===== src/rtl/fetch_pkg.sv =====
// fetch_pkg: shared widths and packet types for the instruction-fetch unit
package fetch_pkg;
  localparam int ADDR_W = 12;
  localparam int INSTR_W = 32;
  typedef logic [ADDR_W-1:0] pc_t;
  typedef struct packed {
    logic [INSTR_W-1:0] instr;
    pc_t                pc;
  } fetch_pkt_t;
endpackage


===== src/rtl/fetch_skid_buffer.sv =====
// fetch_skid_buffer: output register plus one-entry skid for fetched packets
module fetch_skid_buffer
  import fetch_pkg::*;
(
  input  logic       clk,
  input  logic       rst,
  input  logic       flush_i,
  input  logic       in_valid_i,
  input  fetch_pkt_t in_pkt_i,
  output logic       out_valid_o,
  output fetch_pkt_t out_pkt_o,
  input  logic       out_ready_i,
  output logic       skid_valid_o
);
  logic       out_valid_q, out_valid_d, skid_valid_q, skid_valid_d;
  fetch_pkt_t out_pkt_q, out_pkt_d, skid_pkt_q, skid_pkt_d;
  logic       consume, load_out, to_skid;
  // skid entry is older than a return, so it refills the output first
  always_comb begin
    consume      = out_valid_q && out_ready_i;
    load_out     = in_valid_i && (!out_valid_q || out_ready_i);
    to_skid      = in_valid_i && out_valid_q && !out_ready_i;
    out_valid_d  = flush_i ? 1'b0 : (consume && skid_valid_q) || load_out || (out_valid_q && !consume);
    out_pkt_d    = (consume && skid_valid_q) ? skid_pkt_q : load_out ? in_pkt_i : out_pkt_q;
    skid_valid_d = flush_i ? 1'b0 : to_skid || (skid_valid_q && !consume);
    skid_pkt_d   = to_skid ? in_pkt_i : skid_pkt_q;
  end
  // output and skid registers, cleared asynchronously on reset
  always_ff @(posedge clk or posedge rst) begin
    if (rst) begin
      out_valid_q  <= 1'b0;
      out_pkt_q    <= '0;
      skid_valid_q <= 1'b0;
      skid_pkt_q   <= '0;
    end else begin
      out_valid_q  <= out_valid_d;
      out_pkt_q    <= out_pkt_d;
      skid_valid_q <= skid_valid_d;
      skid_pkt_q   <= skid_pkt_d;
    end
  end
  assign out_valid_o  = out_valid_q;
  assign out_pkt_o    = out_pkt_q;
  assign skid_valid_o = skid_valid_q;
endmodule


===== src/rtl/fetch_pc_stage.sv =====
// fetch_pc_stage: PC register, fetch issue and instruction return toward decode
module fetch_pc_stage #(
  parameter int                 ADDR_W   = fetch_pkg::ADDR_W,
  parameter int                 INSTR_W  = fetch_pkg::INSTR_W,
  parameter logic [ADDR_W-1:0]  RESET_PC = '0
) (
  input  logic               clk,
  input  logic               rst,
  input  logic [ADDR_W-1:0]  next_pc_i,
  output logic [ADDR_W-1:0]  pc_plus1_o,
  output logic [ADDR_W-1:0]  imem_addr_o,
  input  logic [INSTR_W-1:0] imem_rdata_i,
  input  logic               stall_i,
  input  logic               flush_i,
  output logic               if_valid_o,
  input  logic               if_ready_i,
  output logic [INSTR_W-1:0] if_instr_o,
  output logic [ADDR_W-1:0]  if_pc_o
);
  import fetch_pkg::*;
  logic [ADDR_W-1:0] pc_q, pc_d, req_pc_q, req_pc_d;
  logic              req_valid_q, issue, out_valid, skid_valid;
  fetch_pkt_t        ret_pkt, out_pkt;
  // a new read is only issued when its return is guaranteed a slot
  always_comb begin
    issue    = !stall_i && !flush_i && !skid_valid && !(req_valid_q && out_valid && !if_ready_i);
    pc_d     = (flush_i || issue) ? next_pc_i : pc_q;
    req_pc_d = issue ? pc_q : req_pc_q;
  end
  // PC and outstanding-request registers
  always_ff @(posedge clk or posedge rst) begin
    if (rst) begin
      pc_q        <= RESET_PC;
      req_valid_q <= 1'b0;
      req_pc_q    <= '0;
    end else begin
      pc_q        <= pc_d;
      req_valid_q <= issue;
      req_pc_q    <= req_pc_d;
    end
  end
  assign pc_plus1_o  = pc_q + ADDR_W'(1);
  assign imem_addr_o = pc_q;
  assign ret_pkt     = '{instr: imem_rdata_i, pc: req_pc_q};
  fetch_skid_buffer u_skid (
    .clk          (clk),
    .rst          (rst),
    .flush_i      (flush_i),
    .in_valid_i   (req_valid_q),
    .in_pkt_i     (ret_pkt),
    .out_valid_o  (out_valid),
    .out_pkt_o    (out_pkt),
    .out_ready_i  (if_ready_i),
    .skid_valid_o (skid_valid)
  );
  assign if_valid_o = out_valid;
  assign if_instr_o = out_pkt.instr;
  assign if_pc_o    = out_pkt.pc;
endmodule


===== config.mk =====
export PLATFORM = sky130hd
export DESIGN_NAME = fetch_pc_stage
export DESIGN_NICKNAME = d
export VERILOG_FILES = /design/src/rtl/fetch_pkg.sv /design/src/rtl/fetch_skid_buffer.sv /design/src/rtl/fetch_pc_stage.sv
export SDC_FILE = /design/constraint.sdc
export NUM_CORES = 1
export LEC_CHECK = 0
export CAP_MARGIN = 5
export CORE_ASPECT_RATIO = 1.2
export CORE_MARGIN = 2
export CORE_UTILIZATION = 40
export CTS_CLUSTER_DIAMETER = 80
export DETAILED_ROUTE_END_ITERATION = 10
export HOLD_SLACK_MARGIN = 0.05
export MAX_ROUTING_LAYER = met4
export PLACE_DENSITY_LB_ADDON = 0.08
export SLEW_MARGIN = 20
export SYNTH_ARGS = -nofsm -noshare
export SYNTH_HDL_FRONTEND = slang
export SYNTH_SLANG_ARGS = --single-unit

===== constraint.sdc =====
create_clock -name clk -period 5.3 [get_ports clk]
set_input_delay 1.06 -clock clk [delete_from_list [all_inputs] [get_ports clk]]
set_output_delay 1.06 -clock clk [all_outputs]
set_load 0.05 [all_outputs]

# Word level (Yosys, flattened, before mapping)
# Index checks and enable logic that the tools add are counted.
dict set report word_totals {
  reg_bits 115
  output_inout_bits 69
}
dict set report classes {
  add_sub_neg 1
  n_mux 4
  n_reduce_logical 23
}
# op count
set ops {}
lappend ops {{44-bit 2-to-1 mux} 2}
lappend ops {{12-bit by 1-bit adder with 12-bit output, second input constant} 1}
lappend ops {{1-bit logical AND} 10}
lappend ops {{1-bit zero test} 7}
lappend ops {{1-bit logical OR} 5}
lappend ops {{1-bit 2-to-1 mux} 2}
lappend ops {{2-bit nonzero test} 1}

# Logic depth before layout (Yosys ltp)
# Gate-level depths: netlist of the first run.
dict set report logic_depth {
  word_depth 6
  ltp_mapped 6
}

# Modules after synthesis
# A second synthesis of the first run with hierarchy kept.
dict set report unflattened {
  cells_unflattened 490
  area_unflattened_um2 5218.8
}
# module n_inst cells_per_inst area_per_inst_um2 seq_area_each_um2
set modules_own_cells {}
lappend modules_own_cells {fetch_skid_buffer 1 404 4042.6 2252.2}
lappend modules_own_cells {fetch_pc_stage 1 86 1176.1 625.6}

# Worst setup path before layout of the first run
# Ideal clock, no wire load.
dict set report synth_timing {
  path_kind {register -> output}
  from {register pc_q[0], in the netlist imem_addr_o[0]}
  to {output port pc_plus1_o[6]}
  arrival_ns 2.148
  t_required_ns 4.240
  slack_ns 2.092
  stages_incl_launch_ff 5
  n_path_buf 0
  cell_sequence {dfrtp_1 > ha_1 > nand2_1 > or2_2 > xnor2_1}
}
dict set report synth_between {
  elab_chain_len 1
}
# element line_no
set synth_lines {}
lappend synth_lines {{start: declaration} fetch_pc_stage.sv:21} ;# logic [ADDR_W-1:0] pc_q, pc_d, req_pc_q, req_pc_d;
lappend synth_lines {{start signal: assignment} fetch_pc_stage.sv:37} ;# pc_q <= pc_d;
lappend synth_lines {{12-bit by 1-bit adder with 12-bit output} fetch_pc_stage.sv:42} ;# assign pc_plus1_o = pc_q + ADDR_W'(1);
lappend synth_lines {{end: declaration} fetch_pc_stage.sv:10} ;# output logic [ADDR_W-1:0] pc_plus1_o,
# No other way between the ends.

# Worst setup path in the final report of the first run
dict set report layout_timing {
  from {register pc_q[2], in the netlist imem_addr_o[2]}
  to {output port pc_plus1_o[11]}
}
# Same word-level chain as after synthesis.

==> impl_metrics.csv, run 1 <==
group,metric,value,unit
worst_setup_path,start_kind,"flop",
pwr,switching_share,31.27,%
sta,rsz0062_at_grt,"no",
global_route,met2_usage,24.17,%
sta,post-route-period-util,67.84,%
placement,pre_cts_ws,1988,ps
pwr,ir_worst_vdd,209.3,µV
pwr,power_switching,0.9840,mW
worst_hold_path,hp-class,"flop to flop",
global_route,grt_use_met3,5.561,%
logic_synthesis,synth_cells,338,
finish,final_area,6914,µm²
routing,wire_per_inst,15.75,µm
job,cap_violations,0,
logic_synthesis,synth.distinct_cells,27,
logic_synthesis,synthAdderAreaFrac,0.2471,%
logic_synthesis,synth_area_per_cell,14.98,µm²
routing,drtAntennaViolNets,0,
logic_synthesis,synthSimpleGateAreaFrac,2.990,%
sta,finalHoldViolations,0,
sta,maxSlewViolCount,0,
run_status,status,"finished, final reports clean",
routing,drt_first_pass_iters,4,
clock_tree,cts_buffer_depth,2,
clock_tree,clkLatencyLatePin,400,ps
sta,final.setup.tns,0,ps
global_route,track_usage,16.33,%
die,die_y,127.3,µm
worst_hold_path,hold_end,"u_skid.skid_pkt_q[39]$_DFFE_PP0P_",
routing,first_iter_violations,150,
logic_synthesis,synthArstFlopShare,100.0,%
worst_hold_path,worstHoldStart,"u_skid.skid_pkt_q[39]$_DFFE_PP0P_",
worst_setup_path,r2r-end,"u_skid.out_pkt_o[37]$_DFFE_PP0P_",
placement,hpwlAfterDp,6608,µm
logic_synthesis,synth_top_family_by_area,"multiplexers",
global_route,grt_max_degree,89,
global_route,grt_pass1_wl,16570,µm
placement,placed_area,6356,µm²
die,row_count,45,
worst_setup_path,cp_data_required_time,4240,ps
sta,slew_headroom,48.03,%
die,dieArea,13580,µm²
global_route,grtUsageMet1,20.72,%
pwr,power.density,455.2,nW/µm²
pwr,seqPwrFrac,37.9,%
placement,place.gp.congestion,0.7407,
worst_setup_path,arrival,2540,ps
finish,drive_gt1_share,39.11,%
logic_synthesis,synth_seq_area_share,56.83,%
logic_synthesis,syn_area,5064,µm²
global_route,grt-ovfl-total,0,
logic_synthesis,synth_seq_cells,115,
worst_setup_path,critPathKind,"flop to output port",
logic_synthesis,synth_nets,388,
worst_setup_path,ff2ff_setup_slack,3160,ps
worst_hold_path,min_path_cells,1,
worst_setup_path,reg2reg_depth,4,
die,ios,118,
clock_tree,cts_buffers,17,
finish,syn_to_final_growth,36.55,%
logic_synthesis,synth_compound_area_share,1.211,%
routing,viasPerCell,4.932,
logic_synthesis,yosysWarnings,0,
logic_synthesis,synth_mux_area_share,34.03,%
global_route,busiest_layer,"met2",
global_route,antenna_found_initial,0,
worst_setup_path,worstReg2RegStart,"u_skid.out_valid_o$_DFF_PP0_",
pwr,power.share.clock,33.5,%
finish,fillers,1108,
sta,clock_skew,7.124,ps
pwr,p_comb_share,28.6,%
routing,remaining_drc_errors,0,
sta,fmax,0.2781,GHz
clock_tree,h-tree-depth,4,
placement,io_buffers,117,
logic_synthesis,synth-xor-area-share,1.730,%
die,start_util,40.51,%
sta,setup_slack,1705,ps
global_route,grt_pass1_vias,3303,
die,die_x,106.7,µm
die,core_area,12500,µm²
clock_tree,post-cts-setup-buffer-count,0,
clock_tree,clkSlewWorstSetupHoldPaths,50,ps
sta,min_period,3595,ps
worst_setup_path,end_kind,"output port",
clock_tree,holdBufCountCts,0,
sta,setup_violations,0,
logic_synthesis,synth_top_flop_cell,"dfrtp_1",
finish,nets,512,
routing,drt-total-wl,10030,µm
finish,multiInputGateArea,2043,µm²
pwr,p_int,2.163,mW
logic_synthesis,synth_edf_count,0,
clock_tree,cts_tree,"yes",
routing,vias,3142,
pwr,p_leak,2.963,nW
worst_setup_path,path_max_fanout,8,
clock_tree,numClockSinks,115,
clock_tree,cts_resized,0,
sta,worstMarginPinSlew,779.5,ps
clock_tree,cts_root_buf,"clkbuf_16",
finish,diodes,0,
finish,seq_area,2878,µm²
==> cells in the mapped netlist, drive strengths merged (3+ instances only) <==
| library cell | count | area [µm²] |
|---|---|---|
| nor2 | 7 | 26.28 |
| mux2 | 150 | 1723 |
| xor2 | 5 | 43.79 |
| nor3 | 3 | 15.01 |
| buf | 17 | 131.4 |
| a31oi | 3 | 18.77 |
| dfrtp | 115 | 2878 |
| a21oi | 4 | 20.02 |
| xnor2 | 5 | 43.79 |
| o21ai | 3 | 15.01 |
| nand3 | 9 | 50.05 |
| inv | 5 | 18.77 |
| nand2 | 3 | 11.26 |
==> state kept, by name (all words and copies together) (netlist names) <==
signal / count
req_valid_q: 1
u_skid.out_pkt_o: 44
u_skid.skid_pkt_q: 44
req_pc_q: 12
imem_addr_o: 12
u_skid.out_valid_o: 1
u_skid.skid_valid_o: 1
==> power groups by stage <==
| stage | clock network (mW) | registers (mW) | logic (mW) |
|---|---|---|---|
| floorplan | 0 | 1.49 | 0.305 |
| CTS | 1.08 | 1.20 | 0.910 |
| global placement | 0 | 1.20 | 0.900 |
| detailed placement | 0 | 1.21 | 0.908 |
| global route | 1.13 | 1.22 | 0.945 |
| finish | 1.06 | 1.19 | 0.899 |
==> layout by cell type (no fill, tap or decap), drive strengths merged, types with 4 or more instances in the layout <==
| cell type | instances |
|---|---|
| mux2 | 150 |
| nor2 | 7 |
| clkdlybuf4s50 | 117 |
| nand3 | 9 |
| xnor2 | 5 |
| xor2 | 5 |
| a21oi | 4 |
| dfrtp | 115 |
| clkinv | 4 |
| clkbuf | 25 |
| buf | 5 |
| inv | 5 |
==> layer usage <==
layer / vias up / wire length, µm
li1: 1465 / -
met1: 1563 / 4470
met2: 100 / 4784
met3: 14 / 597
met4: 0 / 182
met5: - / 0
==> through the flow <==
stage               power [mW]  std cells  hold WS (ps)  util (%)
floorplan                1.799        338         471.9         -
global placement         2.099        607         480.4     50.85
detailed placement       2.116        607         489.4     50.85
CTS                      3.188        637         501.1     55.30
global route             3.298        637         510.6     55.32
finish                   3.147        637         498.4     55.32
==> cell families (layout without fill, tap and decap cells) <==
group | count (synthesis) | count (layout)
mux | 150 | 150
flops | 115 | 115
simple gates | 29 | 29
buf+inv | 22 | 157
compound gates | 11 | 11
xor+xnor | 10 | 10
fa+ha+maj | 1 | 1
==> worst max path at each step <==
| stage | from | to | slack [ps] |
|---|---|---|---|
| 6_report | imem_addr_o[2]$_DFFE_PP0P_ | pc_plus1_o[11] | 1700 |
| 5_1_grt | imem_addr_o[2]$_DFFE_PP0P_ | pc_plus1_o[11] | 1510 |
| 4_1_cts | imem_addr_o[2]$_DFFE_PP0P_ | pc_plus1_o[11] | 1670 |
| 3_5_place_dp | if_ready_i | u_skid.out_pkt_o[33]$_DFFE_PP0P_ | 1990 |
| 3_3_place_gp | if_ready_i | u_skid.out_pkt_o[33]$_DFFE_PP0P_ | 2030 |
| 2_1_floorplan | rst | imem_addr_o[0]$_DFFE_PP0P_ | 1200 |
==> worst max-delay path, cell delays in order, from the launching register on <==
cell	delay (ps)
dfrtp_1	490
nand3_1	250
nor4_1	390
xor2_1	180
clkdlybuf4s50_1	820
==> final cells by class <==
| class | count | area share [%] |
|---|---|---|
| inverter | 5 | 0.3438 |
| timing repair buffer | 122 | 17.48 |
| multi-input combinational | 201 | 29.55 |
| clock inverter | 5 | 0.7239 |
| tap | 164 | 2.968 |
| clock buffer | 25 | 7.311 |
| sequential | 115 | 41.62 |
Power figures use the tool's default switching activity.
==> inputs of run 2 (changes only) <==
clock period = 3.7 ns   (was 5.3 ns; I/O delays follow)
==> run 2 against run 1 <==
  * Register-to-register slack got worse by 1600 ps
  * Largest cell class unchanged
  * Critical path type unchanged
  * Sequential share of layout area fell by 0.45 points
  * Worst hold slack gained 1.4 ps
  * Cell count rose by 0.94%
  * Critical endpoint unchanged
  * Sequential cell count is the same
==> impl_metrics.csv, run 2 (same netlist as run 1, synthesis figures left out) <==
group,metric,value,unit
finish,layout_commonest_cell,"mux2_2",
clock_tree,cts_tree,"yes",
die,die_y,127.3,µm
clock_tree,clkSlewWorstSetupHoldPaths,50,ps
die,core_area,12500,µm²
finish,nets,516,
global_route,grt_pass1_vias,3484,
global_route,grt-ovfl-total,0,
clock_tree,holdBufCountCts,0,
routing,dr_wl_met3,586,µm
worst_setup_path,arrival,2560,ps
worst_hold_path,hp-class,"flop to flop",
die,dieArea,13580,µm²
clock_tree,clkLatencyLatePin,410,ps
die,die_x,106.7,µm
worst_hold_path,worstHoldStart,"u_skid.skid_pkt_q[43]$_DFFE_PP0P_",
sta,finalHoldViolations,0,
worst_setup_path,worstReg2RegStart,"u_skid.out_valid_o$_DFF_PP0_",
routing,met1Wirelength,4632,µm
routing,wl_met2,4980,µm
pwr,power.density,647.4,nW/µm²
job,cap_violations,0,
worst_setup_path,end_kind,"output port",
pwr,power.share.clock,33.6,%
finish,seq_area,2878,µm²
pwr,p_int,3.099,mW
placement,hpwlAfterDp,6857,µm
finish,diodes,0,
sta,setup_violations,0,
clock_tree,h-tree-depth,4,
sta,worstMarginPinSlew,619.5,ps
worst_setup_path,path_max_fanout,8,
global_route,antenna_found_initial,0,
sta,final.setup.tns,0,ps
routing,highest_layer,"met4",
worst_setup_path,critPathKind,"flop to output port",
routing,viasPerCell,4.902,
pwr,seqPwrFrac,37.8,%
pwr,p_comb_share,28.6,%
run_status,status,"finished, final reports clean",
worst_setup_path,cp_data_required_time,2960,ps
routing,drt_first_pass_iters,4,
finish,multiInputGateArea,2043,µm²
clock_tree,cts_buffers,17,
clock_tree,post-cts-setup-buffer-count,0,
sta,clock_skew,7.969,ps
die,ios,118,
pwr,power_switching,1.427,mW
sta,slew_headroom,58.66,%
die,row_count,45,
worst_setup_path,startpoint,"imem_addr_o[2]$_DFFE_PP0P_",
global_route,track_usage,17.36,%
routing,wire_per_inst,16.19,µm
finish,syn_to_final_growth,38.05,%
clock_tree,cts_buffer_depth,2,
worst_setup_path,start_kind,"flop",
sta,min_period,3300,ps
placement,place.gp.congestion,0.7568,
routing,drt-total-wl,10410,µm
global_route,grt_pass1_wl,17480,µm
pwr,power,4.526,mW
pwr,switching_share,31.52,%
die,start_util,40.51,%
finish,drive_gt1_share,39.67,%
sta,fmax,0.3030,GHz
routing,first_iter_violations,58,
pwr,ir_worst_vdd,307.0,µV
pwr,p_leak,3.001,nW
finish,final_cell_mix,"mux2_2 (140), clkdlybuf4s50_1 (117), dfrtp_1 (115)",
routing,remaining_drc_errors,0,
routing,drtAntennaViolNets,0,
placement,io_buffers,117,
clock_tree,cts_root_buf,"clkbuf_16",
sta,maxSlewViolCount,0,
clock_tree,cts_resized,0,
clock_tree,numClockSinks,115,
finish,fillers,1098,
sta,post-route-period-util,89.19,%
sta,rsz0062_at_grt,"no",
global_route,grt_max_degree,49,
routing,vias,3152,
==> run 2: routing by layer <==
layer / GRT usage, % / vias to the layer above
met1: 21.20 / 1581
met5: - / -
li1: - / 1466
met2: 26.68 / 90
met3: 5.153 / 15
met4: 7.869 / 0
==> run 2: cell type report <==
| cell class | count | area share, % |
|---|---|---|
| inverters | 5 | 0.3222 |
| multi-input cells | 201 | 29.23 |
| clock buffers | 29 | 7.875 |
| well taps | 164 | 2.935 |
| clock inverters | 3 | 0.2148 |
| flip-flops and latches | 115 | 41.17 |
| repair buffers | 126 | 18.26 |
==> run 2: per-stage QoR <==
stage | hold slack, ps | setup WS, ps | cells | area, µm² | util [%]
4_1_cts | 501.7 | 361.9 | 643 | 6990 | 55.93
2_1_floorplan | 471.9 | 811.6 | 338 | 5067 | -
5_1_grt | 515.1 | 223.3 | 643 | 6990 | 55.93
3_5_place_dp | 490.4 | 733.7 | 611 | 6425 | 51.40
3_3_place_gp | 482.6 | 777.4 | 611 | 6425 | 51.40
6_report | 499.8 | 400.0 | 643 | 6990 | 55.93
==> run 2: final timing paths <==
check                                                         end  slack (ps)  cells after the start
worst min register to register  u_skid.skid_pkt_q[43]$_DFFE_PP0P_         500                      1
worst min-delay path            u_skid.skid_pkt_q[43]$_DFFE_PP0P_         500                      1
worst max register to register   u_skid.out_pkt_o[33]$_DFFE_PP0P_        1580                      4
min in group asynchronous        u_skid.out_pkt_o[27]$_DFFE_PP0P_         760                      2
worst max-delay path                               pc_plus1_o[11]         400                      4
max in group asynchronous                req_pc_q[10]$_DFFE_PP0P_        2250                      3
==> run 2: worst max-delay path: stages, from the launching register on <==
cell	delay, ps
dfrtp_1	510
nand3_1	260
nor4_1	380
xor2_1	170
clkdlybuf4s50_1	820
==> run 2: power groups by stage <==
stage	clock, mW	sequential (mW)	combinational, mW
after CTS	1.56	1.71	1.31
after detailed placement	0	1.73	1.31
after global routing	1.63	1.75	1.37
after global placement	0	1.72	1.29
final	1.52	1.71	1.30
after floorplan	0	2.14	0.437
